`config.mk`:
```
export PLATFORM = sky130hd
export DESIGN_NAME = reg_writeback_arbiter
export DESIGN_NICKNAME = d
export VERILOG_FILES = /design/src/rtl/reg_writeback_arbiter.sv
export SDC_FILE = /design/constraint.sdc
export NUM_CORES = 1
export LEC_CHECK = 0
export ABC_CLOCK_PERIOD_IN_PS = 2700
export BUFFER_PORTS_ARGS = -buffer_cell sky130_fd_sc_hd__buf_2
export CAP_MARGIN = 20
export CORE_MARGIN = 4
export CORE_UTILIZATION = 57
export DETAILED_ROUTE_END_ITERATION = 7
export MAX_ROUTING_LAYER = met4
export PLACE_DENSITY = 0.78
export SYNTH_ARGS = -nofsm -noshare
export SYNTH_HDL_FRONTEND = slang
export SYNTH_SLANG_ARGS = --single-unit
```
`constraint.sdc`:
```
create_clock -name clk_i -period 2.7 [get_ports clk_i]
set_clock_uncertainty 0.1 [all_clocks]
set_input_delay 0 -clock clk_i [delete_from_list [all_inputs] [get_ports clk_i]]
set_output_delay 0 -clock clk_i [all_outputs]
set_load 0.01 [all_outputs]
```
`src/rtl/reg_writeback_arbiter.sv`:
```
// reg_writeback_arbiter
//   Write-side front end of the register file. Merges single-cycle ALU
//   results (priority) and multi-cycle memory results (queued in a small
//   FIFO) onto the file's single registered write port. Writes to r0 are
//   dropped, FIFO starvation is bounded, and a hazard query lets decode
//   stall on registers that still have a queued load write.
//
// Ports
//   clk_i, rst_i                 clock (rising), async active-high reset
//   alu_valid_i/addr_i/data_i    ALU result offered this cycle
//   alu_stall_o                  ALU result not taken; source must hold it
//   mem_valid_i/addr_i/data_i    memory result offered (valid/ready)
//   mem_ready_o                  FIFO has room (from registered count)
//   chk_addr_i, chk_hazard_o     decode query: address pending in FIFO
//   count_o                      registered FIFO occupancy
//   RegWrite_o/RDaddr_o/RDdata_o register-file write port (registered)
module reg_writeback_arbiter #(
  parameter int unsigned DATA_W       = 32,
  parameter int unsigned ADDR_W       = 5,
  parameter int unsigned FIFO_DEPTH   = 4,
  parameter int unsigned STARVE_LIMIT = 3
) (
  input  logic                        clk_i,
  input  logic                        rst_i,
  input  logic                        alu_valid_i,
  input  logic [ADDR_W-1:0]           alu_addr_i,
  input  logic [DATA_W-1:0]           alu_data_i,
  output logic                        alu_stall_o,
  input  logic                        mem_valid_i,
  output logic                        mem_ready_o,
  input  logic [ADDR_W-1:0]           mem_addr_i,
  input  logic [DATA_W-1:0]           mem_data_i,
  input  logic [ADDR_W-1:0]           chk_addr_i,
  output logic                        chk_hazard_o,
  output logic [$clog2(FIFO_DEPTH):0] count_o,
  output logic                        RegWrite_o,
  output logic [ADDR_W-1:0]           RDaddr_o,
  output logic [DATA_W-1:0]           RDdata_o
);

  localparam int unsigned PW = $clog2(FIFO_DEPTH);
  localparam int unsigned CW = PW + 1;
  localparam int unsigned SW = $clog2(STARVE_LIMIT + 1);
  localparam logic [CW-1:0] DEPTH_C  = CW'(FIFO_DEPTH);
  localparam logic [SW-1:0] STARVE_C = SW'(STARVE_LIMIT);

  typedef enum logic [1:0] {
    SEL_NONE,
    SEL_ALU,
    SEL_MEM
  } sel_e;

  // FIFO storage (no reset needed; validity comes from pointers/count)
  logic [ADDR_W-1:0] r_fifo_addr [FIFO_DEPTH];
  logic [DATA_W-1:0] r_fifo_data [FIFO_DEPTH];
  logic [PW-1:0]     r_wptr;
  logic [PW-1:0]     r_rptr;
  logic [CW-1:0]     r_count;
  logic [SW-1:0]     r_starve;

  logic              r_we;
  logic [ADDR_W-1:0] r_rdaddr;
  logic [DATA_W-1:0] r_rddata;

  sel_e              w_sel;
  logic              w_empty;
  logic              w_force;
  logic              w_ready;
  logic              w_push;
  logic              w_pop;
  logic              w_alu_wr;
  logic              w_hazard;
  logic [PW-1:0]     w_idx;
  logic [PW-1:0]     w_off;

  // Source selection and handshakes
  always_comb begin
    w_empty  = (r_count == '0);
    w_force  = !w_empty && (r_starve >= STARVE_C);
    w_sel    = SEL_NONE;
    if (w_force) begin
      w_sel = SEL_MEM;
    end else if (alu_valid_i) begin
      w_sel = SEL_ALU;
    end else if (!w_empty) begin
      w_sel = SEL_MEM;
    end
    w_pop    = (w_sel == SEL_MEM);
    w_alu_wr = (alu_addr_i != '0);
    // Ready uses registered count only: a full FIFO refuses even while popping.
    w_ready  = !rst_i && (r_count < DEPTH_C);
    // r0 results complete the handshake but are never queued.
    w_push   = mem_valid_i && w_ready && (mem_addr_i != '0);
  end

  assign alu_stall_o = !rst_i && w_force && alu_valid_i;
  assign mem_ready_o = w_ready;
  assign count_o     = r_count;

  // Hazard: an entry is live if its distance from the read pointer is below
  // the registered count. Same-cycle push is excluded, same-cycle pop still
  // counts, because both are judged against state before the edge.
  always_comb begin
    w_hazard = 1'b0;
    w_idx    = '0;
    w_off    = '0;
    for (int unsigned i = 0; i < FIFO_DEPTH; i++) begin
      w_idx = PW'(i);
      w_off = w_idx - r_rptr;
      if (({1'b0, w_off} < r_count) && (r_fifo_addr[w_idx] == chk_addr_i)) begin
        w_hazard = 1'b1;
      end
    end
    if (chk_addr_i == '0) begin
      w_hazard = 1'b0;
    end
  end

  assign chk_hazard_o = w_hazard;

  always_ff @(posedge clk_i) begin
    if (w_push) begin
      r_fifo_addr[r_wptr] <= mem_addr_i;
      r_fifo_data[r_wptr] <= mem_data_i;
    end
  end

  // FIFO pointers, occupancy and starvation counter
  always_ff @(posedge clk_i or posedge rst_i) begin
    if (rst_i) begin
      r_wptr   <= '0;
      r_rptr   <= '0;
      r_count  <= '0;
      r_starve <= '0;
    end else begin
      if (w_push) begin
        r_wptr <= r_wptr + 1'b1;
      end
      if (w_pop) begin
        r_rptr <= r_rptr + 1'b1;
      end
      case ({w_push, w_pop})
        2'b10:   r_count <= r_count + 1'b1;
        2'b01:   r_count <= r_count - 1'b1;
        default: r_count <= r_count;
      endcase
      if (w_empty || w_pop) begin
        r_starve <= '0;
      end else if ((w_sel == SEL_ALU) && (r_starve < STARVE_C)) begin
        r_starve <= r_starve + 1'b1;
      end
    end
  end

  // Registered write port; address/data hold when no write is issued
  always_ff @(posedge clk_i or posedge rst_i) begin
    if (rst_i) begin
      r_we     <= 1'b0;
      r_rdaddr <= '0;
      r_rddata <= '0;
    end else begin
      case (w_sel)
        SEL_ALU: begin
          r_we <= w_alu_wr;
          if (w_alu_wr) begin
            r_rdaddr <= alu_addr_i;
            r_rddata <= alu_data_i;
          end
        end
        SEL_MEM: begin
          r_we     <= 1'b1;
          r_rdaddr <= r_fifo_addr[r_rptr];
          r_rddata <= r_fifo_data[r_rptr];
        end
        default: r_we <= 1'b0;
      endcase
    end
  end

  assign RegWrite_o = r_we;
  assign RDaddr_o   = r_rdaddr;
  assign RDdata_o   = r_rddata;

endmodule

```
==> flow_metrics.py, run 1 <==
metrics = {
    "outcome": {
        "status": "completed",
    },
    "power": {
        "p_leak_nw": 3.88,
        "internal_power_mw": 6.52,
        "p_clk_frac": 0.259,
        "ir_worst_vdd_mv": 0.582,
        "p_comb_frac": 0.307,
        "power_switching_mw": 2.90,
        "p_sw_frac": 0.308,
        "p_per_area_nw_per_um2": 909,
        "p_seq_frac": 0.434,
    },
    "clock_tree": {
        "clk_latency_ps": 440,
        "cts_made_buffers": 17,
        "cts_resized": 0,
        "tritoncts": "done",
        "htreeDepth": 4,
        "cts_sinks": 195,
        "clkTransAtPathRegs_ps": 70,
        "clockRootBuffer": "clkbuf_16",
        "cts_max_path_buffers": 2,
        "cts_setup_buffers": 0,
    },
    "setup_path": {
        "reg2reg_to": "RDdata_o[9]",
        "critical_path_class": "register to register",
        "endpoint_kind": "register",
        "crit_chain": "inv_1 -> nand3_1 -> a21oi_1 -> inv_1 -> ha_2 -> buf_4 -> nor2_1 -> a21oi_4 -> buf_12 -> nor2_1 -> a21oi_1",
        "critPathMaxStageDelay_ps": 400,
        "reg2reg_from": "count_o[1]",
        "arrival_ps": 2690,
        "cpLargestDelayFamily": "buffers and inverters",
        "path_max_fanout": 54,
        "crit_slowest_cell": "dfrtp_1",
        "startpoint_type": "register",
        "reg2reg_slack_ps": 220,
        "critPathRequiredTime_ps": 2910,
        "r2r_cells": 11,
        "cp_num_buf_inv": 4,
    },
    "grt": {
        "antenna_found_initial": 1,
        "grt_pass1_vias": 5329,
        "grt_pass1_wl_um": 27200,
        "grt_max_degree": 55,
        "track_usage": 0.229,
        "grt_overflow": 0,
    },
    "layout": {
        "fin_cells": 878,
        "area_growth_pct": 26.8,
        "fillers": 886,
        "finalNetCount": 780,
        "layout-drive-gt1-share": 0.369,
    },
    "place": {
        "dpl.hpwl_um": 11100,
        "dp_cells": 770,
        "port_buffers": 126,
        "gp_congestion": 0.848,
    },
    "flow_run": {
        "cap_violations": 0,
    },
    "timing": {
        "hold_viol": 0,
        "rsz0062_at_grt": "no",
        "tightest_slew_ps": 925,
        "relSlewSlack": 0.383,
        "final-max-slew-violation-count": 0,
        "setup_viol": 0,
        "finalCritPeriodShare": 0.918,
        "max_clock_freq_ghz": 0.403,
        "fin_crit_ps": 2480,
        "setup-tns-final_ps": 0,
    },
    "worst_hold_path": {
        "hold_depth": 5,
        "hp-class": "input pin to register",
        "hold_start": "alu_valid_i",
        "min_to": "RegWrite_o",
    },
    "drt": {
        "dr.first_iter.drc_count": 303,
        "vias_per_cell": 5.43,
        "dr.pass1.iters": 4,
        "ant_nets": 0,
        "vias": 4765,
        "drc_errors": 0,
        "postRouteWirelength_um": 16900,
        "post_drt_wl_per_cell_um": 19.3,
    },
    "synth": {
        "yosys_warnings": 0,
        "syn_avg_cell_area_sq_um": 17.3,
        "syn_area_sq_um": 8170,
        "synth_top_flop_cell": "edfxtp_1",
        "async_reset_ff_frac": 0.241,
        "yosysTopAreaCell": "edfxtp_1",
        "synth_nets": 568,
        "yosys.cell_count.top_type": "edfxtp_1",
        "synth_top_area_frac": 0.544,
        "synth_seq_cells": 195,
        "syn_inst": 472,
        "ys_top_cells_by_area": "edfxtp_1 (54%), dfrtp_1 (14%), mux4_2 (10%), mux2i_1 (4.8%), ha_1 (1.8%)",
        "seq_area_frac_synth": 0.688,
        "yosysUniqueCellTypes": 34,
        "ys_top_cells_by_count": "edfxtp_1 (148), dfrtp_1 (47), mux2i_1 (39)",
        "synth_edf_count": 148,
    },
    "die": {
        "dieArea_sq_um": 16300,
        "start_util": 0.584,
        "core_sq_um": 14000,
        "die_h_um": 128,
        "die_x_um": 128,
        "pin_count": 127,
        "row_count": 43,
    },
}
==> sequential cells by signal, summed over array words and instances, names as in the netlist, 2 cells and up <==
signal and cells:
r_starve 2, r_fifo_addr 20, r_wptr 2, r_fifo_data 128
r_rptr 2, RDdata_o 32, count_o 3, RDaddr_o 5
==> power by group through the flow <==
stage	clock network [mW]	logic (mW)	registers [mW]
floorplan	0	1.95	4.17
global placement	0	2.76	4.11
detailed placement	0	2.84	4.15
CTS	2.48	2.94	4.10
global route	2.61	3.18	4.16
finish	2.44	2.89	4.09
==> worst min-delay path, cell delays in order <==
cell     delay [ps]
buf_2            80
inv_1            70
a21oi_1         180
ha_1            160
nor2_1           40
==> stage by stage <==
step / setup slack (ps) / power (mW) / cell area (sq um) / hold slack (ps) / utilization
final: 221 / 9.42 / 10400 / 37.3 / 0.741
after global routing: 24.6 / 9.95 / 10400 / 86.7 / 0.741
after CTS: 178 / 9.51 / 10400 / 13.4 / 0.741
after detailed placement: 243 / 7.00 / 9030 / 120 / 0.646
after global placement: 376 / 6.88 / 9030 / 111 / 0.646
after floorplan: 156 / 6.12 / 8170 / -50.0 / -
==> layout by cell type, fill, tap and decap left out, drive strengths merged <==
master,instances
nand4,2
dfrtp,47
xnor2,13
nor3,5
o21a,2
fa,1
a2111oi,1
o21ba,1
nor2,46
clkinvlp,5
or4,2
bufinv,2
and2,4
xor2,15
mux2i,39
a21oi,44
diode,1
clkbuf,19
a221o,1
clkinv,5
ha,12
o21ai,1
nand2,4
edfxtp,148
buf,145
inv,15
dlygate4sd3,75
nor4,2
nor2b,1
a221oi,2
mux4,37
nand3,1
==> routing by layer <==
metal,vias up,share of wire,GRT usage
met4,0,0.020,0.0930
met1,2383,0.39,0.269
met3,26,0.060,0.0492
li1,2215,-,-
met5,-,0,-
met2,141,0.53,0.387
==> repair_timing <==
item                       4_1_cts  5_1_grt
hold buffers                    75        0
setup endpoints to repair        0        0
hold endpoints to repair       222        0
==> cell type report <==
class | count | area, sq um | area share
Multi-Input combinational cell | 236 | 2340 | 0.226
Clock buffer | 19 | 443 | 0.0427
Antenna cell | 1 | 2.50 | 0.000241
Timing Repair Buffer | 220 | 1540 | 0.148
Sequential cell | 195 | 5630 | 0.543
Tap cell | 180 | 225 | 0.0217
Inverter | 14 | 52.6 | 0.00507
Clock inverter | 13 | 135 | 0.0130
==> how the worst max path moves through the flow <==
stage,startpoint,slack [ps],endpoint,cells after the start
global route,count_o[1],20,RDdata_o[9],11
CTS,r_rptr[0],180,chk_hazard_o,7
detailed placement,count_o[1],240,RDdata_o[9],11
finish,count_o[1],220,RDdata_o[9],11
global placement,count_o[2],380,RDdata_o[31],11
floorplan,count_o[2],160,r_fifo_addr[2][0],4
==> logic make-up after synthesis <==
family | count (synthesis) | synth area share
buffers and inverters | 41 | 0.0273
and+or+nand+nor | 67 | 0.0416
AOI/OAI and AO/OA | 52 | 0.0429
xor gates and xnor gates | 28 | 0.0300
muxes | 76 | 0.150
DFF | 195 | 0.688
adders and majority gates | 13 | 0.0208
No activity file was read; power rests on OpenSTA's default activity.
==> run 2: changes to the inputs <==
Settings changed: CORE_UTILIZATION 57 to 50, PLACE_DENSITY 0.78 to 0.7.
==> run 2 against run 1 <==
Effect of this change:
- design area increased by 1.1%
- critical endpoint unchanged
- final cell count increased by 3.5%
- largest power group unchanged
- die area increased by 13%
- worst setup slack got worse by 4.2 ps
- via count increased by 0.76%
- wire length increased by 2.7%
- sequential share of layout area decreased by 0.61 points
- combinational power increased by 2%
- sequential power about the same
- worst hold slack got worse by 28 ps
- total power increased by 0.43%
==> flow_metrics.py, run 2 (synthesized netlist as in run 1, its figures left out) <==
metrics = {
    "timing": {
        "setup-tns-final_ps": 0,
        "fin_crit_ps": 2480,
        "relSlewSlack": 0.591,
        "rsz0062_at_grt": "no",
        "max_clock_freq_ghz": 0.403,
        "final-max-slew-violation-count": 0,
        "hold_viol": 0,
        "tightest_slew_ps": 613,
        "setup_viol": 0,
        "finalCritPeriodShare": 0.920,
    },
    "layout": {
        "top_register": "r_fifo_data",
        "layout-drive-gt1-share": 0.359,
        "area_growth_pct": 28.2,
        "fillers": 1130,
        "n_antenna_cell": 0,
        "final_cell_mix": "edfxtp_1 (148), buf_2 (126), dlygate4sd3_1 (75)",
        "final_common_cell": "edfxtp_1",
        "finalNetCount": 776,
        "largest_reg_flops": 128,
    },
    "clock_tree": {
        "clkTransAtPathRegs_ps": 70,
        "clockRootBuffer": "clkbuf_16",
        "cts_made_buffers": 17,
        "htreeDepth": 4,
        "cts_sinks": 195,
        "tritoncts": "done",
        "cts_max_path_buffers": 2,
        "cts_resized": 0,
        "clk_latency_ps": 420,
    },
    "die": {
        "row_count": 46,
        "core_sq_um": 15900,
        "start_util": 0.513,
        "dieArea_sq_um": 18500,
        "die_h_um": 136,
        "pin_count": 127,
        "die_x_um": 136,
    },
    "drt": {
        "drc_errors": 0,
        "post_drt_wl_per_cell_um": 19.1,
        "dr.pass1.iters": 4,
        "dr.first_iter.drc_count": 255,
        "ant_nets": 0,
        "vias_per_cell": 5.28,
        "postRouteWirelength_um": 17400,
        "vias": 4801,
    },
    "setup_path": {
        "critPathRequiredTime_ps": 2880,
        "path_max_fanout": 30,
        "cp_num_buf_inv": 3,
        "startpoint_type": "register",
        "crit_chain": "inv_1 -> nand3_1 -> o21a_1 -> ha_2 -> buf_4 -> buf_4 -> mux2i_1 -> a21oi_1",
        "cp_common_cell": "buf_4",
        "critPathMaxStageDelay_ps": 520,
        "reg2reg_slack_ps": 220,
        "arrival_ps": 2660,
        "crit_slowest_cell": "buf_4",
        "endpoint_kind": "register",
        "critical_path_class": "register to register",
        "cpLargestDelayFamily": "buffers and inverters",
    },
    "grt": {
        "grt_pass1_wl_um": 27500,
        "grt_overflow": 0,
        "track_usage": 0.204,
        "antenna_found_initial": 0,
        "grt_pass1_vias": 5144,
        "grt_max_degree": 63,
    },
    "place": {
        "port_buffers": 126,
        "dpl.hpwl_um": 11000,
        "gp_congestion": 0.851,
    },
    "power": {
        "p_sw_frac": 0.309,
        "p_clk_frac": 0.257,
        "ir_worst_vdd_mv": 0.573,
        "internal_power_mw": 6.54,
        "total_power_mw": 9.46,
        "p_per_area_nw_per_um2": 903,
        "p_comb_frac": 0.313,
        "power_switching_mw": 2.92,
        "p_leak_nw": 3.89,
        "p_seq_frac": 0.430,
    },
    "flow_run": {
        "cap_violations": 0,
    },
    "outcome": {
        "status": "completed",
    },
    "worst_hold_path": {
        "hp-class": "input pin to register",
    },
}
==> run 2: cell type report <==
class | instances | area (sq um) | share of cell area
flip-flops and latches | 195 | 5620 | 0.537
multi-input cells | 236 | 2340 | 0.224
repair buffers | 216 | 1620 | 0.155
clock buffers | 20 | 437 | 0.0417
well taps | 216 | 270 | 0.0258
clock inverters | 12 | 131 | 0.0125
inverters | 14 | 52.6 | 0.00502
==> run 2: worst min-delay path, delay by kind of cell <==
family / cells / cell delay [ps]
xor+xnor: 1 / 160
simple gates: 1 / 90
compound gates: 1 / 140
buf+inv: 1 / 100
==> run 2: worst paths after layout <==
kind                               from            to  depth (start not counted)
max in group asynchronous         rst_i  RDdata_o[27]                          4
min in group asynchronous         rst_i   r_starve[1]                          3
min reg2reg                RDdata_o[30]  RDdata_o[30]                          2
max                          count_o[2]   RDdata_o[9]                          8
max reg2reg                  count_o[2]   RDdata_o[9]                          8
min                         mem_valid_i     r_wptr[0]                          4
==> run 2: power by group through the flow <==
stage               Clock [mW]  Combinational (mW)  Sequential [mW]
finish                    2.43                2.96             4.07
CTS                       2.47                3.02             4.07
global route              2.61                3.24             4.14
floorplan                    0                1.95             4.17
global placement             0                2.83             4.10
detailed placement           0                2.91             4.13
==> run 2: through the flow <==
step | setup slack, ps | utilization | instances | hold WS, ps | area (sq um)
6_report | 216 | 0.657 | 909 | 9.22 | 10500
5_1_grt | 31.3 | 0.657 | 909 | 43.9 | 10500
4_1_cts | 178 | 0.657 | 909 | 6.48 | 10500
3_5_place_dp | 267 | 0.574 | 802 | 51.7 | 9160
3_3_place_gp | 337 | 0.574 | 802 | 26.6 | 9160
2_1_floorplan | 156 | - | 472 | -50.0 | 8170
==> run 2: metal layers <==
layer | global-route usage | routed length [um] | vias up
met1 | 0.254 | 6980 | 2439
li1 | - | - | 2207
met4 | 0.0532 | 151 | 0
met2 | 0.350 | 9420 | 146
met5 | - | 0 | -
met3 | 0.0370 | 843 | 9
==> run 2: repair_timing <==
action / 4_1_cts / 5_1_grt
hold buffers: 75 / 0
buffers inserted: 0 / 0
endpoints found under the setup margin: 0 / 0
endpoints found under the hold margin: 210 / 0
==> run 3: changes to the inputs <==
Settings changed: CORE_ASPECT_RATIO set to 2, HOLD_SLACK_MARGIN set to 0.12.
==> run 3 against run 2 <==
Effect of this change:
- core utilization shrank 0.26 points
- worst hold slack better by 190 ps
- sequential cell count stayed put
- count of clock-buffer cells in the layout decreased by 3
- first-iteration DRC count shrank 12%
- final cell count fell by 1.1%
- critical path depth down 1
- sequential power is essentially flat
- worst setup slack got worse by 31 ps
- critical path type is now register to primary output
- largest power group unchanged
- highest routed layer unchanged
==> flow_metrics.py, run 3 (synthesized netlist as in run 1, its figures left out) <==
metrics = {
    "outcome": {
        "status": "completed",
    },
    "drt": {
        "dr.pass1.iters": 4,
        "vias_per_cell": 5.25,
        "post_drt_wl_per_cell_um": 19.5,
        "postRouteWirelength_um": 17500,
        "ant_nets": 0,
        "dr.first_iter.drc_count": 224,
        "vias": 4724,
        "drc_errors": 0,
    },
    "setup_path": {
        "endpoint_kind": "primary output",
        "cp_num_buf_inv": 2,
        "cpLargestDelayFamily": "flip-flops",
        "crit_slowest_cell": "dfrtp_4",
        "critPathRequiredTime_ps": 2600,
        "critPathMaxStageDelay_ps": 620,
        "crit_chain": "xor2_1 -> inv_1 -> ha_1 -> a221oi_1 -> a21oi_1 -> a21oi_1 -> buf_2",
        "path_max_fanout": 16,
        "critical_path_class": "register to primary output",
        "arrival_ps": 2410,
        "startpoint_type": "register",
        "cp.depth": 7,
        "r2r_cells": 9,
        "cp_common_cell": "a21oi_1",
    },
    "clock_tree": {
        "clockRootBuffer": "clkbuf_16",
        "htreeDepth": 4,
        "tritoncts": "done",
        "cts_made_buffers": 17,
        "cts_sinks": 195,
        "clk_latency_ps": 430,
        "clkTransAtPathRegs_ps": 80,
        "cts_max_path_buffers": 2,
        "cts_setup_buffers": 0,
    },
    "grt": {
        "grt_max_degree": 45,
        "antenna_found_initial": 0,
        "grt_pass1_wl_um": 27500,
        "track_usage": 0.204,
        "grt_pass1_vias": 5316,
        "grt_overflow": 0,
    },
    "die": {
        "pin_count": 127,
        "die_h_um": 189,
        "row_count": 65,
        "dieArea_sq_um": 18600,
        "start_util": 0.513,
        "core_sq_um": 15900,
        "die_x_um": 98.4,
    },
    "power": {
        "p_leak_nw": 3.90,
        "ir_worst_vdd_mv": 0.603,
        "p_per_area_nw_per_um2": 911,
    },
    "timing": {
        "final-max-slew-violation-count": 0,
        "rsz0062_at_grt": "no",
        "max_clock_freq_ghz": 0.398,
        "setup_viol": 0,
        "fin_crit_ps": 2510,
        "setup-tns-final_ps": 0,
        "relSlewSlack": 0.451,
        "tightest_slew_ps": 822,
        "hold_viol": 0,
        "finalCritPeriodShare": 0.931,
        "timing.final.ws_setup_ps": 185,
    },
    "place": {
        "dpl.hpwl_um": 11900,
        "gp_congestion": 0.845,
        "dp_slack_ps": 388,
        "port_buffers": 126,
    },
    "layout": {
        "layout-drive-gt1-share": 0.368,
        "finalNetCount": 781,
        "largest_reg_flops": 128,
        "final_common_cell": "edfxtp_1",
        "area_growth_pct": 27.7,
        "final_cell_mix": "edfxtp_1 (148), buf_2 (126), dlygate4sd3_1 (77)",
        "fillers": 1189,
        "top_register": "r_fifo_data",
        "n_antenna_cell": 0,
    },
    "worst_hold_path": {
        "hp-class": "input pin to asynchronous set/reset pin",
    },
    "flow_run": {
        "cap_violations": 0,
    },
}
## run 3: final cells by class
type | count | area [sq um] | area share
inverter | 14 | 52.6 | 0.00504
tap | 201 | 251 | 0.0241
sequential | 195 | 5630 | 0.539
timing repair buffer | 221 | 1550 | 0.148
multi-input combinational | 236 | 2340 | 0.225
clock inverter | 15 | 185 | 0.0177
clock buffer | 17 | 425 | 0.0408
## run 3: routing by layer
layer,up-vias,part of all wire,GRT usage
li1,2217,-,-
met1,2347,0.34,0.203
met2,130,0.60,0.382
met3,30,0.035,0.0356
met4,0,0.030,0.0842
met5,-,0,-
## run 3: repair_timing
item,CTS,global route
endpoints found under the setup margin,0,1
hold buffers,77,0
hold endpoints to repair,221,0
gates resized for setup,0,1
## run 3: path summary, 6_finish.rpt
kind	slack, ps	endpoint	startpoint
min	200	RDaddr_o[0]	rst_i
max in group asynchronous	1560	RDdata_o[16]	rst_i
min reg2reg	430	RDdata_o[27]	RDdata_o[27]
max reg2reg	390	RDdata_o[7]	count_o[1]
max	190	chk_hazard_o	r_rptr[0]
min in group clk_i	220	r_fifo_data[2][9]	mem_data_i[9]
## run 3: through the flow
stage | cell area, sq um | utilization | cells | power [mW] | hold slack (ps)
3_3_place_gp | 9050 | 0.568 | 790 | 6.90 | 110
3_5_place_dp | 9050 | 0.568 | 790 | 7.01 | 118
5_1_grt | 10400 | 0.655 | 899 | 10.0 | 207
6_report | 10400 | 0.655 | 899 | 9.50 | 199
4_1_cts | 10400 | 0.654 | 899 | 9.61 | 201
2_1_floorplan | 8170 | - | 472 | 6.12 | -50.0
## run 3: power breakdown
group	internal [mW]	leakage, nW	switching, mW
clock	1.26	0.293	1.23
sequential	3.74	1.86	0.337
combinational	1.41	1.74	1.52
## run 3: tightest hold or removal path, cell delays in order
cell and delay [ps]:
dlygate4sd3_1 530, buf_2 140, inv_2 600
